$ cat config.mk
export PLATFORM = sky130hd
export DESIGN_NAME = pwm_speed_ramp_ctrl_flat
export DESIGN_NICKNAME = d
export VERILOG_FILES = /design/src/rtl/pwm_pkg.sv /design/src/rtl/pwm_speed_ramp_ctrl_if.sv /design/src/rtl/pwm_frame_timer.sv /design/src/rtl/pwm_speed_ramp_ctrl.sv /design/src/flat_wrapper.sv
export SDC_FILE = /design/constraint.sdc
export NUM_CORES = 1
export LEC_CHECK = 0
export CORE_MARGIN = 3
export CORE_UTILIZATION = 50
export CTS_BUF_LIST = sky130_fd_sc_hd__clkbuf_16
export DETAILED_ROUTE_END_ITERATION = 8
export PLACE_DENSITY = 0.74
export REMOVE_ABC_BUFFERS = 1
export SYNTH_ARGS = -nofsm -noshare
export SYNTH_HDL_FRONTEND = slang
export SYNTH_SLANG_ARGS = --single-unit
$ cat constraint.sdc
create_clock -name clk -period 4 [get_ports clk]
set_clock_uncertainty 0.15 [all_clocks]
set_input_delay 1.2 -clock clk [delete_from_list [all_inputs] [get_ports clk]]
set_output_delay 1.2 -clock clk [all_outputs]
set_load 0.05 [all_outputs]
$ cat src/rtl/pwm_pkg.sv
// Shared PWM definitions: ramp FSM states, frame/speed limits and the speed clamp.
// Used by the ramp controller and by the pwm_speed consumer.
package pwm_pkg;

    typedef enum logic [1:0] {
        IDLE  = 2'd0,
        RAMP  = 2'd1,
        ESTOP = 2'd2
    } ramp_state_t;

    localparam int PWM_FRAME_LEN = 607;
    localparam int PWM_MAX_SPEED = 199;

    function automatic logic [7:0] clamp_speed(input logic [7:0] speed, input logic [7:0] max_speed);
        return (speed > max_speed) ? max_speed : speed;
    endfunction

endpackage

$ cat src/rtl/pwm_speed_ramp_ctrl_if.sv
// Speed command handshake between the command decoder (master) and the ramp controller (slave).
interface pwm_speed_ramp_ctrl_if;
    logic       cmd_valid;
    logic       cmd_ready;
    logic [7:0] cmd_speed;

    modport master (output cmd_valid, output cmd_speed, input cmd_ready);
    modport slave (input cmd_valid, input cmd_speed, output cmd_ready);
endinterface

$ cat src/rtl/pwm_frame_timer.sv
// Free-running PWM frame counter with a registered end-of-frame pulse; lets any PWM
// consumer phase-align to the pwm_speed counter period.
module pwm_frame_timer
    import pwm_pkg::*;
#(
    parameter int FRAME_LEN = PWM_FRAME_LEN
) (
    input  logic clk,
    input  logic rst,
    output logic frame_tick
);

    localparam logic [9:0] LAST = 10'(FRAME_LEN - 1);

    logic [9:0] count;

    // NOTE: state registers use non-blocking (<=) so every flop samples pre-edge values.
    always_ff @(posedge clk or posedge rst) begin
        if (rst) begin
            count      <= '0;
            frame_tick <= 1'b0;
        end else begin
            count      <= (count == LAST) ? '0 : count + 10'd1;
            frame_tick <= (count == LAST);
        end
    end

endmodule

$ cat src/rtl/pwm_speed_ramp_ctrl.sv
// Speed command sequencer: clamps accepted targets, slews speed_out by at most STEP per
// PWM frame, and forces zero drive immediately on emergency stop.
module pwm_speed_ramp_ctrl
    import pwm_pkg::*;
#(
    parameter int FRAME_LEN = PWM_FRAME_LEN,
    parameter int MAX_SPEED = PWM_MAX_SPEED,
    parameter int STEP      = 4
) (
    input  logic                        clk,
    input  logic                        rst,
    pwm_speed_ramp_ctrl_if.slave        cmd,
    input  logic                        estop,
    output logic [7:0]                  speed_out,
    output logic                        frame_tick,
    output logic                        busy,
    output logic                        at_target
);

    localparam logic [7:0] MAX_CODE = 8'(MAX_SPEED);
    localparam logic [8:0] STEP_W   = 9'(STEP);

    ramp_state_t       state, state_nxt;
    logic [7:0]        target, target_nxt, speed_nxt;
    logic              accept;
    logic [7:0]        clamped;
    logic signed [8:0] diff;
    logic [8:0]        diff_mag;
    logic              step_done;

    pwm_frame_timer #(.FRAME_LEN(FRAME_LEN)) u_timer (
        .clk        (clk),
        .rst        (rst),
        .frame_tick (frame_tick)
    );

    assign cmd.cmd_ready = (state != ESTOP) && !estop;
    assign accept        = cmd.cmd_valid && cmd.cmd_ready;
    assign clamped       = clamp_speed(cmd.cmd_speed, MAX_CODE);

    // Both codes fit in 8 bits, so a 9-bit signed difference cannot overflow.
    assign diff      = $signed({1'b0, target}) - $signed({1'b0, speed_out});
    assign diff_mag  = diff[8] ? $unsigned(-diff) : $unsigned(diff);
    assign step_done = (diff_mag <= STEP_W);

    always_ff @(posedge clk or posedge rst) begin
        if (rst) begin
            state     <= IDLE;
            speed_out <= '0;
            target    <= '0;
        end else begin
            state     <= state_nxt;
            speed_out <= speed_nxt;
            target    <= target_nxt;
        end
    end

    // NOTE: every output of this block gets a default first, so no path can infer a latch.
    always_comb begin
        state_nxt  = state;
        speed_nxt  = speed_out;
        target_nxt = target;
        if (estop) begin
            state_nxt  = ESTOP;
            speed_nxt  = '0;
            target_nxt = '0;
        end else begin
            unique case (state)
                ESTOP: state_nxt = IDLE;
                RAMP: begin
                    if (frame_tick) begin
                        if (step_done) begin
                            speed_nxt = target;
                            state_nxt = IDLE;
                        end else if (diff[8]) begin
                            speed_nxt = 8'({1'b0, speed_out} - STEP_W);
                        end else begin
                            speed_nxt = 8'({1'b0, speed_out} + STEP_W);
                        end
                    end
                end
                default: ;
            endcase
            // The step above used the old target; a command on this edge retargets from the new speed.
            if (accept) begin
                target_nxt = clamped;
                if (clamped != speed_nxt) state_nxt = RAMP;
            end
        end
    end

    assign busy      = (state == RAMP);
    assign at_target = (speed_out == target) && (state != ESTOP);

endmodule

$ cat src/flat_wrapper.sv
// flat-port wrapper written by rule: the top's interface ports become plain ports
module pwm_speed_ramp_ctrl_flat import pwm_pkg::*;
#(
    parameter int FRAME_LEN = PWM_FRAME_LEN,
    parameter int MAX_SPEED = PWM_MAX_SPEED,
    parameter int STEP      = 4
)
  (clk, rst, estop, speed_out, frame_tick, busy, at_target, cmd_cmd_valid, cmd_cmd_speed, cmd_cmd_ready);
  pwm_speed_ramp_ctrl_if cmd_i ();
  input  logic clk;
  input  logic rst;
  input  logic estop;
  output logic [7:0] speed_out;
  output logic frame_tick;
  output logic busy;
  output logic at_target;
  input wire logic [$bits(cmd_i.cmd_valid)-1:0] cmd_cmd_valid;
  input wire logic [$bits(cmd_i.cmd_speed)-1:0] cmd_cmd_speed;
  output wire logic [$bits(cmd_i.cmd_ready)-1:0] cmd_cmd_ready;
  assign cmd_i.cmd_valid = cmd_cmd_valid;
  assign cmd_i.cmd_speed = cmd_cmd_speed;
  assign cmd_cmd_ready = cmd_i.cmd_ready;
  pwm_speed_ramp_ctrl #(.FRAME_LEN(FRAME_LEN), .MAX_SPEED(MAX_SPEED), .STEP(STEP)) u_core (.clk(clk), .rst(rst), .cmd(cmd_i), .estop(estop), .speed_out(speed_out), .frame_tick(frame_tick), .busy(busy), .at_target(at_target));
endmodule
==> results of run 1 <==
-- worst min-delay path by stage --
stage,startpoint,endpoint,slack (ps),depth (start not counted)
global placement,u_core.u_timer.count[4],u_core.u_timer.count[4],320,1
floorplan,u_core.u_timer.count[4],u_core.u_timer.count[4],310,1
finish,u_core.u_timer.count[4],u_core.u_timer.count[4],350,1
detailed placement,u_core.u_timer.count[4],u_core.u_timer.count[4],340,1
global route,u_core.u_timer.count[4],u_core.u_timer.count[4],360,1
CTS,u_core.u_timer.count[4],u_core.u_timer.count[4],340,1
-- cell type report --
cell class              instances  area (um2)  area share [%]
clock inverters                 3        13.8           0.469
inverters                      21        78.8            2.69
repair buffers                 46         413            14.1
multi-input cells             207        1510            51.6
well taps                      52        65.1            2.22
clock buffers                   5         125            4.26
flip-flops and latches         29         726            24.7
-- cells in the mapped netlist, types with 2 or more instances --
master	n
a211oi_1	3
a21o_1	2
a21oi_1	15
a21oi_2	2
a2bb2oi_1	2
a31oi_1	3
and3_1	2
clkbuf_8	2
dfrtp_1	29
fa_1	2
ha_1	17
inv_1	21
mux2_1	2
mux2i_1	4
nand2_1	26
nand3_1	11
nand3b_1	8
nand4_1	3
nor2_1	24
nor2b_1	2
nor3_1	3
o211ai_1	2
o21a_1	3
o21ai_0	16
o21ai_1	2
o21bai_1	2
o31ai_1	4
xnor2_1	13
xor2_1	9
-- state kept, by name, indices dropped and copies added, names as in the netlist --
name	flops
u_core.target	8
u_core.u_timer.frame_tick	1
u_core.state	2
u_core.speed_out	8
u_core.u_timer.count	10
-- power groups by stage --
stage | combinational (mW) | clock, mW | sequential, mW
5_1_grt | 0.417 | 0.368 | 0.313
2_1_floorplan | 0.245 | 0 | 0.314
3_5_place_dp | 0.350 | 0 | 0.317
3_3_place_gp | 0.345 | 0 | 0.317
6_report | 0.381 | 0.352 | 0.312
4_1_cts | 0.363 | 0.359 | 0.312
-- kinds of logic (layout without fill, tap and decap cells) --
logic type / after synthesis / in the layout / share of synthesized area, %
and+or+nand+nor: 89 / 89 / 18.7
adders and majority gates: 19 / 19 / 10.8
AOI/OAI and AO/OA: 71 / 71 / 21.8
xor gates and xnor gates: 22 / 22 / 8.26
buffers and inverters: 28 / 75 / 6.54
DFF: 29 / 29 / 31.1
muxes: 6 / 6 / 2.68
-- routing by layer --
layer | share of wire, % | vias to the layer above
met3 | 5.5 | 7
met4 | 1.2 | 0
met2 | 48 | 62
li1 | - | 1025
met5 | 0 | -
met1 | 45 | 1013
-- timing repair --
item / CTS / global route
setup endpoints to repair: 2 / 2
endpoints found under the hold margin: 0 / 0
resized for setup: 3 / 10
pin swaps: 4 / 8
cloned: 0 / 0
setup buffers: 2 / 0
==> flow_summary.ini, run 1 <==
[run_status]
status = complete, no violations

[setup_path]
reg2reg_depth = 18
timing.rr.start = u_core.target[0]
worstSetupPathType = reg2reg
r2r_slack_ps = 130
crit_fanout = 4
crit_arrival_ps = 3870
path_cells = inv_2, ha_4, inv_1, fa_2, a211oi_2, o31a_1, buf_4, ha_1, a21oi_2, o21bai_1, a21oi_1, xnor2_1, nand2_1, o21a_4, a2bb2oi_2, a22o_1, o41ai_2, o31ai_1
crit_start = u_core.target[0]
cp_num_cells = 18
timing.rr.end = u_core.state[0]
slowest_stage = dfrtp_1
slowest_delay_ps = 380
crit_buf_inv = 3
crit_path_end = u_core.state[0]
required_ps = 4000
critPathLaunchType = flip-flop
cp-end-kind = flip-flop
path_delay_family = compound AO/OA/AOI/OAI gates

[synth]
ys_ff_latch = 29
avgSynthCellArea_um2 = 8.83
synth.top_cell.area_share_pct = 31.1
yosysTopAreaCell = dfrtp_1
postSynthCellCount = 264
synth_edf_count = 0
ys_types = 59
synthTopCellsByArea = dfrtp_1, ha_1, xnor2_1, nand2_1, nor2_1
syn_area_um2 = 2330
synth_top_flop_cell = dfrtp_1
ys_async_sr_fraction_pct = 100
yosys_warnings = 0
ys_seq_area_share_pct = 31.1

[clocking]
clk_path_buf_depth = 2
clockRootBuffer = clkbuf_16
cts_hold_buf = 0
numCtsBuffers = 5
path_clk_slew_ps = 50
htree_levels = 2
tritoncts = done
cts_sinks = 29
clk_latency_ps = 280

[final_layout]
final_cell_mix = dfrtp_1, nand2_1, nor2_1, buf_4, clkdlybuf4s50_1
final_common_cell = dfrtp_1
syn2layout_area_growth_pct = 25.8
final_area_um2 = 2930
fillers = 349
drive_gt1_share_pct = 18.0
n_antenna_cell = 0
final_nets = 341
instances_no_fill = 363
final_core_util_pct = 66.5

[global_route]
grt_max_degree = 30
grt-busiest-layer = met2
antenna_found_initial = 0
grt_pass1_wl_um = 9630
grt_overflow_total = 0
grt_pass1_vias = 2086
grt_use_met2_pct = 36.6
use_met1_pct = 30.6
grt_usage_pct = 22.7
use_met3_pct = 5.27

[sta]
setup_tns_ps = 0
rsz0062_at_grt = yes
hold_viol = 0
final-max-slew-violation-count = 0
setup_violations = 0
layout_min_cycle_time_ps = 3870
fmax_ghz = 0.258
whs_ps = 347
max_slew_margin_pct = 64.3
finalCritPeriodShare_pct = 96.8
worst_slack_ps = 128
tightest_slew_ps = 532

[detailed_routing]
routed_wl_um = 5650
drtPass1Iterations = 4
wl_per_cell_um = 15.6
ant_nets = 0
vias = 2107
drtIter0Drc = 85
drc = 0
vias_per_cell = 5.80

[power]
pwr-share-comb_pct = 36.5
max-vdd-ir-drop_mv = 0.362
p_clk_share_pct = 33.6
p_leak_nw = 1.29
power_frac_seq_pct = 29.9
p_sw_mw = 0.348
power.total_mw = 1.05
switching_share_pct = 33.3
intPower_mw = 0.697
power_density_nw_per_um2 = 356

[die]
num_io_pins = 24
die_x_um = 74.3
initial_core_util_pct = 52.8
die_y_um = 74.3
rows = 24
core_area_um2 = 4410
dieArea_um2 = 5520

[place]
dpl.hpwl_um = 4270
dp_slack_ps = -18.2
post_dp_cell_area_um2 = 2720
numPlacedInstances = 353
gp_congestion = 0.924
port_buffers = 23

[run]
max_cap_violations = 0

[min_path]
hold_path_class = reg2reg
Power figures use the tool's default switching activity.
==> run 2, diff against run 1 <==
Settings changed: CORE_MARGIN 3 to 2.
==> run 2 against run 1 <==
Compared with the run above: count of clock-buffer cells in the layout did not move; global-route usage is 1.6 points higher; first-iteration DRC count grew 74%; cell count increased by 0.83%; largest cell class unchanged; clock power increased by 39%; non-clock buffer count grew 3; critical endpoint unchanged; register-to-register slack got worse by 170 ps; via count increased by 3.7%; wire length grew 9.9%; combinational power rose by 4%; the flow now finishes with violations (setup timing); die area fell by 5.3%.
==> flow_summary.ini, run 2 (synthesis results as in run 1) <==
[place]
numPlacedInstances = 351
gp_congestion = 0.920
port_buffers = 23
dpl.hpwl_um = 4300

[power]
p_leak_nw = 1.32
max-vdd-ir-drop_mv = 0.396
power_density_nw_per_um2 = 395

[final_layout]
n_antenna_cell = 0
final_common_cell = dfrtp_1
drive_gt1_share_pct = 19.1
regArea_um2 = 726
final_nets = 344
final_core_util_pct = 68.8
largest_reg_flops = 10
syn2layout_area_growth_pct = 30.2
reg_top3 = u_core.u_timer.count x10, u_core.speed_out x8, u_core.target x8
final_cell_mix = dfrtp_1, nand2_1, nor2_1, buf_4, clkdlybuf4s50_1
multi_input_area_um2 = 1520
regMostFlops = u_core.u_timer.count
instances_no_fill = 366
fillers = 334

[clocking]
cts_hold_buf = 0
clockRootBuffer = clkbuf_16
cts_sinks = 29
path_clk_slew_ps = 50
clk_latency_ps = 280
htree_levels = 2
tritoncts = done
clk_path_buf_depth = 2
numCtsBuffers = 5

[die]
die_x_um = 72.3
core_area_um2 = 4410
die_y_um = 72.3
rows = 24
initial_core_util_pct = 52.8
dieArea_um2 = 5230
num_io_pins = 24

[sta]
tightest_slew_ps = 510
setup_violations = 2
hold_viol = 0
fmax_ghz = 0.247
finalCritPeriodShare_pct = 101
worst_slack_ps = -46.8
layout_min_cycle_time_ps = 4050
max_slew_margin_pct = 65.9
rsz0062_at_grt = yes
final-max-slew-violation-count = 0

[setup_path]
critPathLaunchType = flip-flop
required_ps = 3990
crit_arrival_ps = 4040
crit_fanout = 3
cp-end-kind = flip-flop
worstSetupPathType = reg2reg

[min_path]
hold_path_class = reg2reg

[global_route]
grt_usage_pct = 24.3
grt_max_degree = 30
grt_overflow_total = 0
grt_pass1_vias = 2028
grt_pass1_wl_um = 9740
antenna_found_initial = 0

[detailed_routing]
ant_nets = 0
vias = 2185
wl_per_cell_um = 17.0
drtPass1Iterations = 5
drc = 0
vias_per_cell = 5.97
drtIter0Drc = 148
routed_wl_um = 6210

[run_status]
status = finished, violations left
violations = setup timing

[run]
max_cap_violations = 0
==> run 2: changes by cell type in the layout (fill, tap and decap cells not counted), sizes merged <==
| cell | change |
|---|---|
| buf | +3 |
| bufinv | +2 |
| clkinv | -1 |
| inv | -1 |
==> run 2: worst max-delay path: stages (launching register included) <==
cell and delay, ps:
dfrtp_1 430, ha_4 160, inv_2 40, fa_2 410, a211oi_4 270, o31a_1 250
ha_1 260, a21o_1 170, a21oi_2 140, o21bai_1 100, a21oi_1 190, xnor2_1 170
nand2_1 90, o21a_4 210, a2bb2oi_2 160, a22o_1 220, o41ai_2 370, o31ai_1 120
==> run 2: final timing paths <==
kind	start	endpoint	slack, ps	cells after the start
setup / recovery	u_core.speed_out[0]	u_core.state[0]	-50	17
hold / removal	u_core.u_timer.count[4]	u_core.u_timer.count[4]	350	1
setup reg to reg	u_core.speed_out[0]	u_core.state[0]	-50	17
hold reg to reg	u_core.u_timer.count[4]	u_core.u_timer.count[4]	350	1
max in group asynchronous	rst	u_core.state[0]	2280	3
min in group asynchronous	rst	u_core.u_timer.count[4]	1140	3
==> run 2: final cells by class <==
cell class	count	share of cell area [%]
multi-input combinational	207	50.2
clock buffer	5	4.12
sequential	29	23.9
inverter	21	2.60
timing repair buffer	49	14.9
clock inverter	3	2.14
tap	52	2.14
==> run 2: layer usage <==
layer	GRT usage, %	part of all wire [%]	up-vias
met5	0	0	-
met4	8.39	2.3	0
met3	5.28	7.3	14
met2	38.5	47	86
met1	33.1	44	1050
li1	-	-	1035
==> run 2: through the flow <==
step                cell area, um2  worst slack, ps  hold slack [ps]  setup TNS, ps  power [mW]
floorplan                     2260             -367              306           -876       0.559
global placement              2710             59.9              324              0       0.656
detailed placement            2710            -68.2              339           -118       0.662
CTS                           2960             3.10              343              0        1.18
global route                  3040             -224              347           -411        1.25
finish                        3040            -46.8              349          -74.3        1.20
==> run 2: repair_timing <==
action / 4_1_cts / 5_1_grt
gates cloned: 0 / 0
setup buffers: 3 / 4
pin swaps: 7 / 13
gates resized for setup: 5 / 10
setup endpoints to repair: 2 / 2
==> run 2: report_power, final <==
part	internal [mW]	total, mW	switching [mW]
clock network	0.355	0.488	0.133
logic	0.179	0.398	0.219
registers	0.303	0.313	0.00998
